**config.mk**
```make
export PLATFORM = sky130hd
export DESIGN_NAME = fb_write_sched_flat
export DESIGN_NICKNAME = d
export VERILOG_FILES = /design/src/rtl/fb_write_sched_if.sv /design/src/rtl/fb_write_sched.sv /design/src/flat_wrapper.sv
export SDC_FILE = /design/constraint.sdc
export NUM_CORES = 1
export LEC_CHECK = 0
export CAP_MARGIN = 25
export CELL_PAD_IN_SITES_DETAIL_PLACEMENT = 0
export CELL_PAD_IN_SITES_GLOBAL_PLACEMENT = 1
export CORE_MARGIN = 4
export CORE_UTILIZATION = 44
export DETAILED_ROUTE_END_ITERATION = 8
export MAX_ROUTING_LAYER = met4
export PLACE_DENSITY_LB_ADDON = 0.1
export RECOVER_POWER = 100
export SYNTH_ARGS = -nofsm -noshare
export SYNTH_HDL_FRONTEND = slang
export SYNTH_SLANG_ARGS = --single-unit
```
**constraint.sdc**
```tcl
create_clock -name clk -period 7.5 [get_ports clk]
set_input_delay 1.125 -clock clk [delete_from_list [all_inputs] [get_ports clk]]
set_output_delay 1.125 -clock clk [all_outputs]
set_load 0.03 [all_outputs]
```
**src/rtl/fb_write_sched_if.sv**
```systemverilog
// Framebuffer write scheduler bus: host pixel port, fill command port
// and the registered VRAM write port.
interface fb_write_sched_if #(
    parameter int ADDR_W = 20,
    parameter int DATA_W = 24
);
    logic [1:0]        res;
    logic              host_valid;
    logic              host_ready;
    logic [10:0]       host_x;
    logic [9:0]        host_y;
    logic [DATA_W-1:0] host_data;
    logic              cmd_valid;
    logic              cmd_ready;
    logic [10:0]       cmd_x0;
    logic [9:0]        cmd_y0;
    logic [10:0]       cmd_w;
    logic [9:0]        cmd_h;
    logic [DATA_W-1:0] cmd_color;
    logic              fill_abort;
    logic              fill_busy;
    logic              fill_done;
    logic              fill_err;
    logic              fb_we;
    logic [ADDR_W-1:0] fb_addr;
    logic [DATA_W-1:0] fb_data;

    modport master (
        output res, host_valid, host_x, host_y, host_data,
        output cmd_valid, cmd_x0, cmd_y0, cmd_w, cmd_h, cmd_color,
        output fill_abort,
        input  host_ready, cmd_ready, fill_busy, fill_done, fill_err,
        input  fb_we, fb_addr, fb_data
    );

    modport slave (
        input  res, host_valid, host_x, host_y, host_data,
        input  cmd_valid, cmd_x0, cmd_y0, cmd_w, cmd_h, cmd_color,
        input  fill_abort,
        output host_ready, cmd_ready, fill_busy, fill_done, fill_err,
        output fb_we, fb_addr, fb_data
    );
endinterface

```
**src/rtl/fb_write_sched.sv**
```systemverilog
// Shares the VRAM write port between host pixel writes and a
// rectangle fill engine, round-robin under contention.
module fb_write_sched #(
    parameter int ADDR_W    = 20,
    parameter int DATA_W    = 24,
    parameter int WIDTH_HI  = 1280,
    parameter int HEIGHT_HI = 720,
    parameter int WIDTH_LO  = 640,
    parameter int HEIGHT_LO = 480
) (
    input logic             clk,
    input logic             rst,
    fb_write_sched_if.slave bus
);

    typedef enum logic {IDLE, RUN} state_t;

    state_t state_q, state_d;

    logic              prio_q;
    logic [10:0]       x0_q;
    logic [10:0]       cx_q;
    logic [9:0]        cy_q;
    logic [11:0]       xe_q;
    logic [10:0]       ye_q;
    logic [DATA_W-1:0] color_q;
    logic              hi_q;

    logic        cmd_hi;
    logic [11:0] cmd_xe;
    logic [11:0] lim_w;
    logic [10:0] cmd_ye;
    logic [10:0] lim_h;
    logic        cmd_zero;
    logic        cmd_oob;
    logic        row_end;
    logic        last_px;
    logic        start;
    logic        fill_req;
    logic        grant_host;
    logic        grant_fill;
    logic        done_d;
    logic        err_d;

    // y*stride as shift-add: 1280 = 1024+256, 640 = 512+128
    function automatic logic [ADDR_W-1:0] lin_addr(
        input logic [10:0] x,
        input logic [9:0]  y,
        input logic        hi
    );
        logic [21:0] yy;
        logic [21:0] full;
        yy = {12'd0, y};
        if (hi)
            full = (yy << 10) + (yy << 8) + {11'd0, x};
        else
            full = (yy << 9) + (yy << 7) + {11'd0, x};
        return full[ADDR_W-1:0];
    endfunction

    assign cmd_hi   = (bus.res == 2'b01);
    assign cmd_xe   = {1'b0, bus.cmd_x0} + {1'b0, bus.cmd_w};
    assign cmd_ye   = {1'b0, bus.cmd_y0} + {1'b0, bus.cmd_h};
    assign lim_w    = cmd_hi ? 12'(WIDTH_HI) : 12'(WIDTH_LO);
    assign lim_h    = cmd_hi ? 11'(HEIGHT_HI) : 11'(HEIGHT_LO);
    assign cmd_zero = (bus.cmd_w == '0) || (bus.cmd_h == '0);
    assign cmd_oob  = (cmd_xe > lim_w) || (cmd_ye > lim_h);

    assign row_end = ({1'b0, cx_q} + 12'd1) == xe_q;
    assign last_px = row_end && (({1'b0, cy_q} + 11'd1) == ye_q);

    always_comb begin
        state_d    = state_q;
        start      = 1'b0;
        fill_req   = 1'b0;
        grant_host = 1'b0;
        grant_fill = 1'b0;
        done_d     = 1'b0;
        err_d      = 1'b0;
        unique case (state_q)
            IDLE: begin
                if (bus.cmd_valid) begin
                    if (cmd_zero) begin
                        done_d = 1'b1;
                    end else if (cmd_oob) begin
                        err_d = 1'b1;
                    end else begin
                        start   = 1'b1;
                        state_d = RUN;
                    end
                end
            end
            RUN: begin
                if (bus.fill_abort)
                    state_d = IDLE;
                else
                    fill_req = 1'b1;
            end
        endcase
        // prio_q = 0 lets the host win a tie, 1 lets the fill win
        grant_host = bus.host_valid & (~fill_req | ~prio_q);
        grant_fill = fill_req & (~bus.host_valid | prio_q);
        if (grant_fill && last_px) begin
            state_d = IDLE;
            done_d  = 1'b1;
        end
    end

    assign bus.host_ready = bus.host_valid & grant_host;
    assign bus.cmd_ready  = (state_q == IDLE);
    assign bus.fill_busy  = (state_q == RUN);

    always_ff @(posedge clk or negedge rst) begin
        if (!rst)
            state_q <= IDLE;
        else
            state_q <= state_d;
    end

    always_ff @(posedge clk or negedge rst) begin
        if (!rst) begin
            prio_q        <= 1'b0;
            bus.fb_we     <= 1'b0;
            bus.fb_addr   <= '0;
            bus.fb_data   <= '0;
            bus.fill_done <= 1'b0;
            bus.fill_err  <= 1'b0;
        end else begin
            bus.fb_we     <= grant_host | grant_fill;
            bus.fill_done <= done_d;
            bus.fill_err  <= err_d;
            if (grant_host) begin
                prio_q      <= 1'b1;
                bus.fb_addr <= lin_addr(bus.host_x, bus.host_y, cmd_hi);
                bus.fb_data <= bus.host_data;
            end else if (grant_fill) begin
                prio_q      <= 1'b0;
                bus.fb_addr <= lin_addr(cx_q, cy_q, hi_q);
                bus.fb_data <= color_q;
            end
        end
    end

    always_ff @(posedge clk or negedge rst) begin
        if (!rst) begin
            x0_q    <= '0;
            cx_q    <= '0;
            cy_q    <= '0;
            xe_q    <= '0;
            ye_q    <= '0;
            color_q <= '0;
            hi_q    <= 1'b0;
        end else if (start) begin
            x0_q    <= bus.cmd_x0;
            cx_q    <= bus.cmd_x0;
            cy_q    <= bus.cmd_y0;
            xe_q    <= cmd_xe;
            ye_q    <= cmd_ye;
            color_q <= bus.cmd_color;
            hi_q    <= cmd_hi;
        end else if (grant_fill) begin
            if (row_end) begin
                cx_q <= x0_q;
                cy_q <= cy_q + 10'd1;
            end else begin
                cx_q <= cx_q + 11'd1;
            end
        end
    end

endmodule

```
**src/flat_wrapper.sv**
```systemverilog
// flat-port wrapper written by rule: the top's interface ports become plain ports
module fb_write_sched_flat 
#(
    parameter int ADDR_W    = 20,
    parameter int DATA_W    = 24,
    parameter int WIDTH_HI  = 1280,
    parameter int HEIGHT_HI = 720,
    parameter int WIDTH_LO  = 640,
    parameter int HEIGHT_LO = 480
)
  (clk, rst, bus_res, bus_host_valid, bus_host_x, bus_host_y, bus_host_data, bus_cmd_valid, bus_cmd_x0, bus_cmd_y0, bus_cmd_w, bus_cmd_h, bus_cmd_color, bus_fill_abort, bus_host_ready, bus_cmd_ready, bus_fill_busy, bus_fill_done, bus_fill_err, bus_fb_we, bus_fb_addr, bus_fb_data);
  fb_write_sched_if #(.ADDR_W(ADDR_W), .DATA_W(DATA_W)) bus_i ();
  input logic clk;
  input logic rst;
  input wire logic [$bits(bus_i.res)-1:0] bus_res;
  input wire logic [$bits(bus_i.host_valid)-1:0] bus_host_valid;
  input wire logic [$bits(bus_i.host_x)-1:0] bus_host_x;
  input wire logic [$bits(bus_i.host_y)-1:0] bus_host_y;
  input wire logic [$bits(bus_i.host_data)-1:0] bus_host_data;
  input wire logic [$bits(bus_i.cmd_valid)-1:0] bus_cmd_valid;
  input wire logic [$bits(bus_i.cmd_x0)-1:0] bus_cmd_x0;
  input wire logic [$bits(bus_i.cmd_y0)-1:0] bus_cmd_y0;
  input wire logic [$bits(bus_i.cmd_w)-1:0] bus_cmd_w;
  input wire logic [$bits(bus_i.cmd_h)-1:0] bus_cmd_h;
  input wire logic [$bits(bus_i.cmd_color)-1:0] bus_cmd_color;
  input wire logic [$bits(bus_i.fill_abort)-1:0] bus_fill_abort;
  output wire logic [$bits(bus_i.host_ready)-1:0] bus_host_ready;
  output wire logic [$bits(bus_i.cmd_ready)-1:0] bus_cmd_ready;
  output wire logic [$bits(bus_i.fill_busy)-1:0] bus_fill_busy;
  output wire logic [$bits(bus_i.fill_done)-1:0] bus_fill_done;
  output wire logic [$bits(bus_i.fill_err)-1:0] bus_fill_err;
  output wire logic [$bits(bus_i.fb_we)-1:0] bus_fb_we;
  output wire logic [$bits(bus_i.fb_addr)-1:0] bus_fb_addr;
  output wire logic [$bits(bus_i.fb_data)-1:0] bus_fb_data;
  assign bus_i.res = bus_res;
  assign bus_i.host_valid = bus_host_valid;
  assign bus_i.host_x = bus_host_x;
  assign bus_i.host_y = bus_host_y;
  assign bus_i.host_data = bus_host_data;
  assign bus_i.cmd_valid = bus_cmd_valid;
  assign bus_i.cmd_x0 = bus_cmd_x0;
  assign bus_i.cmd_y0 = bus_cmd_y0;
  assign bus_i.cmd_w = bus_cmd_w;
  assign bus_i.cmd_h = bus_cmd_h;
  assign bus_i.cmd_color = bus_cmd_color;
  assign bus_i.fill_abort = bus_fill_abort;
  assign bus_host_ready = bus_i.host_ready;
  assign bus_cmd_ready = bus_i.cmd_ready;
  assign bus_fill_busy = bus_i.fill_busy;
  assign bus_fill_done = bus_i.fill_done;
  assign bus_fill_err = bus_i.fill_err;
  assign bus_fb_we = bus_i.fb_we;
  assign bus_fb_addr = bus_i.fb_addr;
  assign bus_fb_data = bus_i.fb_data;
  fb_write_sched #(.ADDR_W(ADDR_W), .DATA_W(DATA_W), .WIDTH_HI(WIDTH_HI), .HEIGHT_HI(HEIGHT_HI), .WIDTH_LO(WIDTH_LO), .HEIGHT_LO(HEIGHT_LO)) u_core (.clk(clk), .rst(rst), .bus(bus_i));
endmodule
```
==> metrics.cfg, run 1 <==
[status]
run_status=complete, but fails checks
failed_checks=max-capacitance violations, max-slew violations

[clock_tree]
cts-root-to-sink-buffers=2
numCtsBuffers=17
clock-sinks=129
cts_resized=0
cts_setup_buffers=0
post_cts_hold_buffer_count=0
tritoncts=built
cts.reportedPaths.clkPinSlew_ns=0.06
root_buffer=clkbuf_16
cts_htree_levels=4
clock_latency_ns=0.43

[die]
die_y_um=154
floorplan.initialDensity_pct=44.7
rows=53
core_area_um2=21000
io_pins=168
dieWidth_um=154
floorplan.die_area_um2=23700

[synthesis]
synth_compound_gate_area_share_pct=18.6
synthesized_area_fraction_occupied_by_and_or_nand_nor_cells_pct=15.6
ys_top_cells_by_area=dfrtp_1 34%, ha_1 11%, xnor2_1 4.9%
synthesis.yosys.warnings=0
post_synth_instance_area_um2=9390
main_flop_type_after_synthesis=dfrtp_1
synth_largest_type_area_fraction_pct=34.4
ys_types=63
seq_area_frac_synth_pct=34.4
synth-xor-area-share_pct=7.61
yosys-mux-area-fraction_pct=6.24
postSynth.asyncResetShare_pct=100
synth_top_area_cell=dfrtp_1
syn_inst=1036
flip_flop_and_latch_count_after_synthesis=129
postSynthAreaPerCell_um2=9.07
syn_nets=1247
largest_family_of_logic_cells_by_synthesized_area=compound AO/OA/AOI/OAI gates
post_synth_adder_cell_area_pct=13.3
synth_edf_count=0

[worst_setup_path]
crit_path_start=bus_cmd_x0[0]
worst_path_largest_cell_delay_ns=0.62
crit_slowest_cell=clkbuf_1
setup.worst_path.end=u_core.cy_q[1]$_DFFE_PN0P_
crit_arrival_ns=6.66
start_kind=input pin
worstSetupEndpointType=register
worst_r2r_path_depth=9
critical_path.max_fanout=32
path_cells=dlygate4sd3_1 > ha_1 > inv_1 > fa_1 > nor2b_1 > o31a_1 > o31a_1 > o21ai_0 > nand2b_1 > a21o_1 > a21oi_1 > xnor2_1 > ha_1 > nand4_1 > or4b_1 > nor3_1 > a31oi_1 > nor4_1 > o2111ai_4 > clkbuf_1 > and3_1 > a221o_1
timing.setup.critical_path_class=in2reg
r2r_end=u_core.bus.fb_addr[19]$_DFFE_PN0P_
worst-r2r-setup-slack_ns=3.07
required_ns=7.80
regToRegStartpoint=u_core.bus.fill_busy$_DFF_PN0_

[drt]
post_drt_wl_per_cell_um=16.8
vias=7830
drt_first_pass_iters=5
detail-route-antenna-nets=0
wl_mm=24.6
drt_drc_violations_left=0
routed_via_density=5.34
initialDrtViolationCount=334

[finish]
final_cell_count_no_fill=1467
antenna_diode_count=0
layout-drive-gt1-share_pct=6.96
final_util_pct=56.0
fill_cells=1973
area.sequential_um2=3230
fin_nets=1390
synthToLayoutAreaGrowth_pct=25.4
multiInputGateArea_um2=5740

[timing]
maxSlewViolCount=166
layout_min_cycle_time_ns=6.36
max_clock_freq_ghz=0.157
relSlewSlack_pct=-190
final_hold_viol_count=0
setup_tns_ns=0
timing.final.setup_violations=0
skew_ns=0.00830
tcrit_tclk_final_pct=84.8
rsz0062_at_grt=no
tightestPinTransition_ns=4.36

[placed_design]
cell_total_after_placement=1434
port-buffer-count=167
detailedPlacementHpwl_mm=18.5
gpl.final_weighted_congestion=0.827

[pwr]
finalPower_uw=4490
leakagePower_uw=0.00506
pwr_density_cell_nw_per_um2=382
max-vdd-ir-drop_mv=0.167

[run]
max-cap-violations=3

[global_route]
grt_first_pass_wirelength_mm=39.9
globalRouteOverflowTotal=0
antenna_found_initial=0
first_global_vias=7808
pin_count_of_the_biggest_net_entering_global_routing=80
grt_use_total_pct=21.2

[min_path]
worst_hold_path_type=reg2reg

[registers in the layout (all words and copies together) (netlist names)]
signal and cells:
u_core.bus.fill_busy 1, u_core.color_q 24, u_core.hi_q 1, u_core.bus.fb_we 1, u_core.bus.fill_err 1, u_core.x0_q 11
u_core.ye_q 11, u_core.bus.fb_addr 20, u_core.cy_q 10, u_core.bus.fill_done 1, u_core.xe_q 12, u_core.bus.fb_data 24
u_core.prio_q 1, u_core.cx_q 11
[cells in the final DEF (no fill, tap or decap), drive strengths merged, types with 5 or more instances in the layout]
cell | netlist | layout
nand4 | 12 | 12
o211ai | 6 | 6
inv | 29 | 39
fa | 12 | 12
dfrtp | 129 | 129
dlygate4sd3 | 0 | 54
a21o | 22 | 22
and4 | 5 | 5
nand2 | 121 | 121
clkdlybuf4s50 | 0 | 112
or3 | 6 | 6
a31oi | 38 | 38
ha | 81 | 81
a21oi | 90 | 90
a211oi | 8 | 8
o21ai | 68 | 68
o31a | 5 | 5
nor2b | 6 | 6
nor4 | 9 | 9
o21a | 7 | 7
nor3 | 12 | 12
o21bai | 10 | 10
nor2 | 106 | 106
and3 | 11 | 11
xnor2 | 53 | 53
o22ai | 6 | 6
mux2 | 52 | 52
nand2b | 7 | 7
clkbuf | 35 | 23
xor2 | 26 | 26
nand3 | 14 | 14
[worst min-delay path by stage]
stage                                      start                                end  slack (ns)  cells after the start
2_1_floorplan         u_core.x0_q[1]$_DFFE_PN0P_         u_core.x0_q[1]$_DFFE_PN0P_        0.45                      2
3_5_place_dp   u_core.bus.fb_addr[7]$_DFFE_PN0P_  u_core.bus.fb_addr[7]$_DFFE_PN0P_        0.47                      2
5_1_grt        u_core.bus.fb_addr[6]$_DFFE_PN0P_  u_core.bus.fb_addr[6]$_DFFE_PN0P_        0.50                      2
4_1_cts        u_core.bus.fb_addr[7]$_DFFE_PN0P_  u_core.bus.fb_addr[7]$_DFFE_PN0P_        0.48                      2
3_3_place_gp   u_core.bus.fb_addr[6]$_DFFE_PN0P_  u_core.bus.fb_addr[6]$_DFFE_PN0P_        0.46                      2
6_report       u_core.bus.fb_addr[7]$_DFFE_PN0P_  u_core.bus.fb_addr[7]$_DFFE_PN0P_        0.48                      2
[metrics by stage]
stage | area (µm²) | setup WS [ns] | hold WS, ns
global route | 11800 | 0.814 | 0.497
CTS | 11800 | 1.65 | 0.484
floorplan | 9390 | 2.30 | 0.448
global placement | 11200 | 1.25 | 0.461
detailed placement | 11200 | 1.22 | 0.470
finish | 11800 | 1.14 | 0.476
[critical path, delay by kind of cell]
| family | cells | cell delay (ns) |
|---|---|---|
| simple gates | 7 | 1.80 |
| compound gates | 8 | 1.62 |
| buf+inv | 3 | 1.27 |
| fa+ha+maj | 3 | 0.72 |
| xor+xnor | 1 | 0.10 |
[layer usage]
| metal | wire, µm | share of wire [%] | vias to the layer above | track usage, % |
|---|---|---|---|---|
| li1 | - | - | 3981 | - |
| met1 | 12300 | 50 | 3650 | 29.9 |
| met2 | 11100 | 45 | 182 | 32.5 |
| met3 | 971 | 3.9 | 17 | 3.43 |
| met4 | 248 | 1.0 | 0 | 4.67 |
| met5 | 0 | 0 | - | - |
[layout make-up]
class | instances | share of cell area, %
timing repair buffer | 176 | 14.7
inverter | 31 | 0.988
clock buffer | 17 | 3.61
clock inverter | 15 | 1.61
multi-input combinational | 824 | 48.8
sequential | 129 | 27.4
tap | 275 | 2.92
[synthesized netlist by cell type (all sizes together), types with 26 or more instances]
library cell,n
a31oi,38
inv,29
clkbuf,35
o21ai,68
xor2,26
ha,81
xnor2,53
nand2,121
nor2,106
a21oi,90
mux2,52
dfrtp,129
[cell families after synthesis]
group / after synthesis
XOR/XNOR: 80
buffers and inverters: 83
AND/OR/NAND/NOR: 321
AO/OA/AOI/OAI: 278
multiplexers: 52
flip-flops: 129
adder cells (fa/ha/maj): 93
[power by group]
group / leakage [µW] / switching, µW / total [µW] / internal (µW)
clock: 0.000300 / 361 / 869 / 508
sequential: 0.00153 / 299 / 1280 / 984
combinational: 0.00323 / 1250 / 2340 / 1090
total: 0.00506 / 1910 / 4490 / 2580
Note: power is estimated with default switching activity, not from simulation.
==> run 2: changes to the inputs <==
--- a/config.mk
+++ b/config.mk
@@ -9,7 +9,7 @@
 export CELL_PAD_IN_SITES_DETAIL_PLACEMENT = 0
 export CELL_PAD_IN_SITES_GLOBAL_PLACEMENT = 1
 export CORE_MARGIN = 4
-export CORE_UTILIZATION = 44
+export CORE_UTILIZATION = 37
 export DETAILED_ROUTE_END_ITERATION = 8
 export MAX_ROUTING_LAYER = met4
 export PLACE_DENSITY_LB_ADDON = 0.1
==> constraint.sdc (replaced) <==
create_clock -name clk -period 5.4 [get_ports clk]
set_input_delay 0.81 -clock clk [delete_from_list [all_inputs] [get_ports clk]]
set_output_delay 0.81 -clock clk [all_outputs]
set_load 0.03 [all_outputs]
==> metrics.cfg, run 2 (synthesized netlist as in run 1, its figures left out) <==
[clock_tree]
root_buffer=clkbuf_16
cts.reportedPaths.clkPinSlew_ns=0.06  ; about the same
numCtsBuffers=17  ; unchanged
clock_latency_ns=0.42  ; about the same
cts_resized=0  ; unchanged
cts-root-to-sink-buffers=2  ; unchanged
cts_setup_buffers=0  ; unchanged
post_cts_hold_buffer_count=0  ; unchanged
cts_htree_levels=4  ; unchanged
clock-sinks=129  ; unchanged
tritoncts=built

[die]
dieWidth_um=167  ; +8.6%
core_area_um2=25100  ; +19%
io_pins=168  ; unchanged
floorplan.die_area_um2=28000  ; +18%
floorplan.initialDensity_pct=37.4  ; -7.3 points
rows=58  ; +9.4%
die_y_um=167  ; +8.6%

[min_path]
worst_hold_path_type=reg2reg
hold_path_startpoint=u_core.bus.fb_addr[6]$_DFFE_PN0P_

[finish]
final_util_pct=47.6  ; -8.4 points
layout-drive-gt1-share_pct=8.58  ; +1.6 points
layout_top_registers=u_core.bus.fb_data (24), u_core.color_q (24), u_core.bus.fb_addr (20)
synthToLayoutAreaGrowth_pct=27.4
final_cell_mix=129 x dfrtp_1, 120 x nand2_1, 114 x clkdlybuf4s50_1
antenna_diode_count=0  ; unchanged
mostFrequentLayoutCell=dfrtp_1
fin_nets=1410  ; +1.4%

[timing]
layout_min_cycle_time_ns=5.09
tightestPinTransition_ns=4.18  ; -0.171 ns
maxSlewViolCount=173  ; +4.2%
final_hold_viol_count=0  ; unchanged
timing.final.setup_violations=0  ; unchanged
skew_ns=0.0134  ; +0.00514 ns
tcrit_tclk_final_pct=94.2
max_clock_freq_ghz=0.197
relSlewSlack_pct=-179  ; +11 points
rsz0062_at_grt=no

[worst_setup_path]
crit_arrival_ns=5.36  ; -1.30 ns
required_ns=5.67  ; -2.13 ns
timing.setup.critical_path_class=in2reg
crit_path_start=bus_cmd_x0[2]
crit_slowest_cell=clkdlybuf4s50_1
regToRegStartpoint=u_core.cx_q[0]$_DFFE_PN0P_
worstSetupEndpointType=register
start_kind=input pin
path_cells=clkdlybuf4s50_1 > ha_1 > nor2b_1 > o31a_1 > o31a_1 > o21ai_0 > nand2b_1 > a21o_1 > a21oi_1 > xnor2_1 > ha_1 > nand4_1 > or4b_1 > nor3_1 > a31oi_1 > nor4_1 > buf_4 > o2111ai_4 > buf_12 > clkbuf_1 > nand2_1 > o21ai_0
critical_path.max_fanout=57  ; +78%
worst_path_largest_cell_delay_ns=0.60  ; -0.02 ns

[pwr]
leakagePower_uw=0.00512  ; +1.2%
pwr_density_cell_nw_per_um2=524  ; +37%
finalPower_uw=6270  ; +39%
max-vdd-ir-drop_mv=0.201  ; +20%

[drt]
drt_first_pass_iters=5  ; unchanged
post_drt_wl_per_cell_um=16.5  ; -1.7%
vias=7913  ; +1.1%
drt_drc_violations_left=0  ; unchanged
initialDrtViolationCount=442  ; +32%
wl_mm=25.4  ; +3.3%
routed_via_density=5.13  ; -3.9%
detail-route-antenna-nets=0  ; unchanged

[global_route]
pin_count_of_the_biggest_net_entering_global_routing=87  ; +8.8%
met3_usage_pct=2.93  ; -0.51 points
grt_use_met1_pct=26.5  ; -3.4 points
grt_use_total_pct=18.9  ; -2.4 points
first_global_vias=7639  ; -2.2%
antenna_found_initial=0  ; unchanged
groute.layer.met2.usage_pct=29.1  ; -3.4 points
grt.busiest_layer=met2
globalRouteOverflowTotal=0  ; unchanged
grt_first_pass_wirelength_mm=41.7  ; +4.4%

[status]
failed_checks=max-capacitance violations, max-slew violations
run_status=complete, but fails checks

[run]
max-cap-violations=3  ; unchanged

[placed_design]
detailedPlacementHpwl_mm=19.4  ; +4.6%
gpl.final_weighted_congestion=0.824  ; -0.35%
port-buffer-count=167  ; unchanged

run 2: path summary, 6_finish.rpt:
kind / to / slack [ns] / depth (start not counted)
worst max-delay path: u_core.hi_q$_DFFE_PN0P_ / 0.31 / 22
worst min-delay path: u_core.bus.fb_addr[6]$_DFFE_PN0P_ / 0.47 / 2
worst max register to register: u_core.bus.fill_busy$_DFF_PN0_ / 1.46 / 9
worst min register to register: u_core.bus.fb_addr[6]$_DFFE_PN0P_ / 0.47 / 2
max in group asynchronous: u_core.bus.fb_addr[2]$_DFFE_PN0P_ / 0.96 / 1
min in group asynchronous: u_core.bus.fb_addr[14]$_DFFE_PN0P_ / 2.10 / 1
run 2: layout make-up:
type / instances / area [µm²]
Clock buffer: 17 / 425
Tap cell: 330 / 413
Sequential cell: 129 / 3230
Fill cell: 2475 / 13100
Clock inverter: 15 / 164
Inverter: 31 / 116
Multi-Input combinational cell: 824 / 5760
Timing Repair Buffer: 196 / 1860
run 2: stage by stage:
stage | worst slack, ns | hold WS, ns | setup TNS [ns] | cell area, µm² | instances
finish | 0.312 | 0.472 | 0 | 12000 | 1542
floorplan | 0.515 | 0.448 | 0 | 9390 | 1036
global route | 0.0241 | 0.502 | 0 | 12000 | 1542
detailed placement | -0.0937 | 0.470 | -3.69 | 11400 | 1510
CTS | 0.296 | 0.484 | 0 | 12000 | 1542
global placement | -0.0282 | 0.464 | -0.589 | 11400 | 1510
run 2: per-layer routing:
layer / wire length [µm] / part of all wire, % / up-vias
met5: 0 / 0 / -
met4: 215 / 0.85 / 0
met3: 1000 / 3.9 / 15
met2: 11300 / 45 / 178
met1: 12900 / 51 / 3681
li1: - / - / 4039
run 2: worst max-delay path, delay by kind of cell:
| family | cells | cell delay [ns] |
|---|---|---|
| and+or+nand+nor | 7 | 1.26 |
| AOI/OAI and AO/OA | 8 | 1.36 |
| xor gates and xnor gates | 1 | 0.11 |
| buffers and inverters | 4 | 1.22 |
| adders and majority gates | 2 | 0.59 |
run 2: report_power, final:
| part | switching [µW] | internal (µW) |
|---|---|---|
| Combinational | 1790 | 1540 |
| Sequential | 423 | 1370 |
| Clock | 496 | 657 |
